`config.mk`:
```
export PLATFORM = sky130hd
export DESIGN_NAME = timer
export DESIGN_NICKNAME = d
export VERILOG_FILES = /design/src/rtl/wm_pkg.sv /design/src/rtl/timer_prescaler.sv /design/src/rtl/timer.sv
export SDC_FILE = /design/constraint.sdc
export NUM_CORES = 1
export LEC_CHECK = 0
export ABC_AREA = 1
export BUFFER_PORTS_ARGS = -buffer_cell sky130_fd_sc_hd__buf_4
export CAP_MARGIN = 10
export CORE_MARGIN = 5
export CORE_UTILIZATION = 25
export CTS_CLUSTER_DIAMETER = 200
export DETAILED_ROUTE_END_ITERATION = 16
export PLACE_DENSITY = 0.45
export SLEW_MARGIN = 20
export SYNTH_ARGS = -nofsm -noshare
export SYNTH_HDL_FRONTEND = slang
export SYNTH_SLANG_ARGS = --single-unit
```
`constraint.sdc`:
```
create_clock -name clk -period 3.45 [get_ports clk]
set_input_delay 1.035 -clock clk [delete_from_list [all_inputs] [get_ports clk]]
set_output_delay 1.035 -clock clk [all_outputs]
set_load 0.005 [all_outputs]
```
`src/rtl/wm_pkg.sv`:
```
//------------------------------------------------------------------------------
// wm_pkg : shared types and defaults for the washing-machine controller
// Rev 1.0
//------------------------------------------------------------------------------
`default_nettype none

package wm_pkg;

  localparam int TIMER_W = 16;

  typedef enum logic [1:0] {
    IDLE = 2'd0,
    RUN  = 2'd1,
    DONE = 2'd2
  } timer_state_t;

endpackage

`default_nettype wire

```
`src/rtl/timer_prescaler.sv`:
```
//------------------------------------------------------------------------------
// timer_prescaler : cycle counter producing a one-cycle tick every freq cycles
// Rev 1.0
//------------------------------------------------------------------------------
`default_nettype none

module timer_prescaler
  import wm_pkg::*;
#(
  parameter int W = TIMER_W
) (
  input  logic         clk,
  input  logic         reset,
  input  logic         clr,
  input  logic         en,
  input  logic [W-1:0] freq,
  output logic         sec_tick
);

  logic [W-1:0] r_cyc_cnt;
  logic [W-1:0] w_last;

  // freq of zero behaves as one cycle per second
  assign w_last   = (freq == '0) ? '0 : freq - W'(1);
  assign sec_tick = en && !clr && (r_cyc_cnt == w_last);

  always_ff @(posedge clk or negedge reset) begin
    if (!reset) begin
      r_cyc_cnt <= '0;
    end else if (clr) begin
      r_cyc_cnt <= '0;
    end else if (en) begin
      r_cyc_cnt <= sec_tick ? '0 : r_cyc_cnt + W'(1);
    end
  end

endmodule

`default_nettype wire

```
`src/rtl/timer.sv`:
```
//------------------------------------------------------------------------------
// timer : programmable seconds timer, done after clk_freq*timer_period edges
// Rev 1.0
//------------------------------------------------------------------------------
`default_nettype none

module timer
  import wm_pkg::*;
#(
  parameter int W = TIMER_W
) (
  input  logic         clk,
  input  logic         reset,
  input  logic         enable,
  input  logic [W-1:0] clk_freq,
  input  logic [W-1:0] timer_period,
  output logic         done
);

  timer_state_t r_state;
  logic [W-1:0] r_freq;
  logic [W-1:0] r_period;
  logic [W-1:0] r_sec_cnt;

  logic [W-1:0] w_freq;
  logic [W-1:0] w_period;
  logic [W-1:0] w_sec_next;
  logic         w_tick;
  logic         w_cnt_en;

  // The IDLE->RUN edge already counts, so it must see the live config
  assign w_freq     = (r_state == IDLE) ? clk_freq : r_freq;
  assign w_period   = (r_state == IDLE) ? timer_period : r_period;
  assign w_sec_next = r_sec_cnt + W'(1);
  assign w_cnt_en   = enable && (r_state != DONE);

  timer_prescaler #(
    .W (W)
  ) u_prescaler (
    .clk      (clk),
    .reset    (reset),
    .clr      (!enable),
    .en       (w_cnt_en),
    .freq     (w_freq),
    .sec_tick (w_tick)
  );

  always_ff @(posedge clk or negedge reset) begin
    if (!reset) begin
      r_state   <= IDLE;
      r_freq    <= '0;
      r_period  <= '0;
      r_sec_cnt <= '0;
      done      <= 1'b0;
    end else if (!enable) begin
      r_state   <= IDLE;
      r_sec_cnt <= '0;
      done      <= 1'b0;
    end else begin
      case (r_state)
        IDLE, RUN: begin
          if (r_state == IDLE) begin
            r_freq   <= clk_freq;
            r_period <= timer_period;
          end
          if (r_state == IDLE && timer_period == '0) begin
            r_state <= DONE;
            done    <= 1'b1;
          end else if (w_tick) begin
            // sec_cnt never exceeds period, so the increment cannot wrap
            r_sec_cnt <= w_sec_next;
            if (w_sec_next == w_period) begin
              r_state <= DONE;
              done    <= 1'b1;
            end else begin
              r_state <= RUN;
            end
          end else begin
            r_state <= RUN;
          end
        end
        DONE: begin
          done <= 1'b1;
        end
        default: begin
          r_state <= IDLE;
          done    <= 1'b0;
        end
      endcase
    end
  end

endmodule

`default_nettype wire

```
==> results by group <==
Timing
  – Max Slew Vio Count: 0
  – Crit share post-route: 0.886
  – Final min period: 3.06 ns
  – Endpoints failing hold: 0
  – Clk_skew: 0.00650 ns
  – Fmax: 327 MHz
  – Fin Setup TNS: 0 ns
  – Worst-margin pin slew: 0.935 ns
  – Final setup violation count: 0
  – RSZ-0062 raised after global routing: false
  – Max-slew headroom: 0.377

Final layout
  – Filler instances: 2183
  – Finished Layout Cells: 1075
  – Total Nets Final: 845
  – Share of cells above drive strength 1: 0.125
  – Ant diodes: 0
  – P&R area growth vs syn: 19.7%

Synth
  – Top post-synthesis cells by area: dfrtp_1 34%, nand2_1 21%, inv_1 7.1%, nand3_1 6.3%, o21ai_0 5.5%
  – Count of cell types in the netlist: 37
  – Synth warn: 0
  – Share of the synthesized area in the top cell type: 0.343
  – Syn avg cell area: 6.46 um2
  – Leading area contributor after synthesis: dfrtp_1
  – #FFs+latches synth: 67
  – Gate Count Post-Synth: 757
  – Cell area after synthesis: 4890 um2
  – Synthesized Nets: 796
  – Register area share after synthesis: 0.343

Floorplanning
  – Die height: 150 um
  – Die Area: 22400 um2
  – Die width: 150 um
  – Io pins: 36
  – Starting density of the core: 0.253
  – Core Region: 19300 um2
  – Cell Rows: 51

Global route
  – Largest net degree at the start of global routing: 68
  – Vias in the first global route: 4667
  – Initial antenna violation count: 0
  – Global route total overflow: 0
  – Total GRT Usage: 0.130
  – First-pass GRT wire length: 23200 um

Power
  – Pwr dens: 381 nW/um2
  – Worst IR drop on VDD: 0.247 mV
  – Static Leak: 0.00296 uW

Critical path
  – CP arrival: 3.34 ns
  – RR Startpoint: r_state[1]
  – Worst Reg2Reg Path Length in Cells: 16
  – R2R Setup Slk: 0.45 ns
  – Startpoint Class: input port
  – Crit path capture type: flop
  – Critical R2R Capture: r_sec_cnt[13]
  – Worst Path Required: 3.73 ns
  – Worst-path fanout max: 16
  – WS Path Type: in2reg

CTS
  – Clock Sinks: 67
  – CTS tree: done
  – Clock Latency Late Sink: 0.34 ns
  – TritonCTS Buffers: 9
  – H-tree depth: 3
  – Clock Pin Slew Worst Setup and Hold Paths: 0.05 ns
  – Longest Clk Path Bufs: 2
  – Root Driver: clkbuf_16

Hold path
  – Hold path endpoint: r_period[12]
  – HP Start: r_period[12]
  – HP Class: reg2reg
  – Hold path cells: 2

Status
  – Status: completed

Routing
  – Iteration-0 DRC Markers: 170
  – 1st-pass router iterations: 4
  – Post-route ant nets: 0
  – Vias/cell: 4.33
  – Routed via count: 4654
  – WL final: 13800 um
  – Residual DRC count: 0
  – Wire per inst: 12.8 um

Placement
  – DP Wirelength: 10600 um
  – DP Cell Count: 1054
  – GPL Wtd Cong: 0.829
  – Port buffer count: 35

Run
  – Max-Cap Viols: 0
-- registers in the layout, indices dropped and copies added (netlist names) --
signal,cells
r_freq,16
done,1
u_prescaler.r_cyc_cnt,16
r_state,2
r_sec_cnt,16
r_period,16
-- cells by family after synthesis --
kind of cell               share of synthesized area
adders and majority gates                     0.0102
DFF                                            0.343
and+or+nand+nor                                0.415
buffers and inverters                         0.0996
AOI/OAI and AO/OA                             0.0809
xor gates and xnor gates                      0.0430
muxes                                        0.00819
-- synthesized netlist by cell type (all sizes together) --
| cell type | number |
|---|---|
| xor2 | 22 |
| nand2 | 286 |
| buf | 12 |
| dfrtp | 67 |
| ha | 4 |
| o211ai | 2 |
| clkbuf | 9 |
| o21ai | 62 |
| nand3 | 66 |
| a21oi | 4 |
| and2 | 1 |
| nor3b | 1 |
| o21bai | 2 |
| nor4 | 3 |
| o221ai | 1 |
| inv | 93 |
| nand3b | 4 |
| o31ai | 1 |
| mux2i | 4 |
| clkinv | 2 |
| nand4 | 22 |
| nor2 | 77 |
| nor3 | 7 |
| or2 | 3 |
| xnor2 | 2 |
-- routing by layer --
layer	up-vias	wire, um	GRT usage	part of all wire
li1	2491	-	-	-
met1	2098	6360	0.157	0.46
met2	51	6790	0.232	0.49
met5	-	0	0	0
met3	14	388	0.0263	0.028
met4	0	246	0.0435	0.018
-- report_power, final --
group,internal [uW],leakage (uW),switching (uW)
clock network,539,0.000141,341
registers,848,0.000875,44.0
logic,174,0.00194,281
-- worst max-delay path by stage --
stage                startpoint             to  slack, ns  cells past startpoint
CTS                  r_state[1]  r_sec_cnt[13]       0.24                     14
floorplan           clk_freq[7]  r_sec_cnt[10]       0.57                     19
detailed placement  clk_freq[0]  r_sec_cnt[14]      0.006                     16
global route         r_state[1]  r_sec_cnt[10]       0.07                     19
global placement    clk_freq[0]   r_sec_cnt[6]       0.04                     17
finish              clk_freq[0]  r_sec_cnt[13]       0.39                     15
-- placed cells by master, fill, tap and decap left out --
cell type  instances
nand2_1          279
inv_1             92
nor2_1            69
dfrtp_1           67
nand3_1           62
buf_4             56
o21ai_0           54
nand4_1           22
xor2_1            22
clkbuf_16          9
nor3_1             7
nor2_2             6
nand2_2            6
o21ai_2            5
nand3_2            4
nand3b_1           4
a21oi_1            4
mux2i_1            4
ha_1               4
o21ai_1            3
or2_2              3
nor4_1             3
clkbuf_8           3
buf_12             3
clkinv_1           2
xnor2_1            2
o21bai_1           2
o211ai_1           2
clkinv_2           2
nor2_4             1
inv_2              1
nand2_4            1
and2_1             1
o221ai_1           1
nor2_8             1
nor3b_1            1
o31ai_1            1
clkbuf_1           1
-- repair_timing --
action,in CTS,in global routing
gates resized for setup,0,0
buffers inserted,0,6
setup endpoints to repair,0,30
hold buffers,0,0
-- final cells by class --
type | instances | area, um2 | area share
well taps | 265 | 332 | 0.0567
repair buffers | 59 | 480 | 0.0821
clock inverters | 2 | 10.0 | 0.00171
multi-input cells | 574 | 2720 | 0.466
flip-flops and latches | 67 | 1680 | 0.287
clock buffers | 13 | 270 | 0.0462
inverters | 95 | 357 | 0.0610
-- critical path, stage by stage --
cell	delay (ns)
buf_4	0.11
inv_1	0.04
nand2_1	0.06
o21ai_2	0.14
ha_1	0.26
nand3_2	0.13
o21ai_0	0.43
nand4_1	0.15
nand2_1	0.10
nand4_1	0.08
nor2_1	0.22
nand2_2	0.15
nor2_8	0.25
nand2_1	0.10
nand2_1	0.07
-- through the flow --
step | setup slack [ns] | hold WS (ns) | utilization | area [um2] | power (uW)
final | 0.393 | 0.484 | 0.303 | 5850 | 2230
after global placement | 0.0439 | 0.465 | 0.285 | 5510 | 1360
after global routing | 0.0721 | 0.496 | 0.303 | 5850 | 2380
after detailed placement | 0.00591 | 0.472 | 0.285 | 5510 | 1360
after floorplan | 0.569 | 0.447 | - | 4890 | 1200
after CTS | 0.240 | 0.487 | 0.300 | 5790 | 2270
Power figures use the tool's default switching activity.
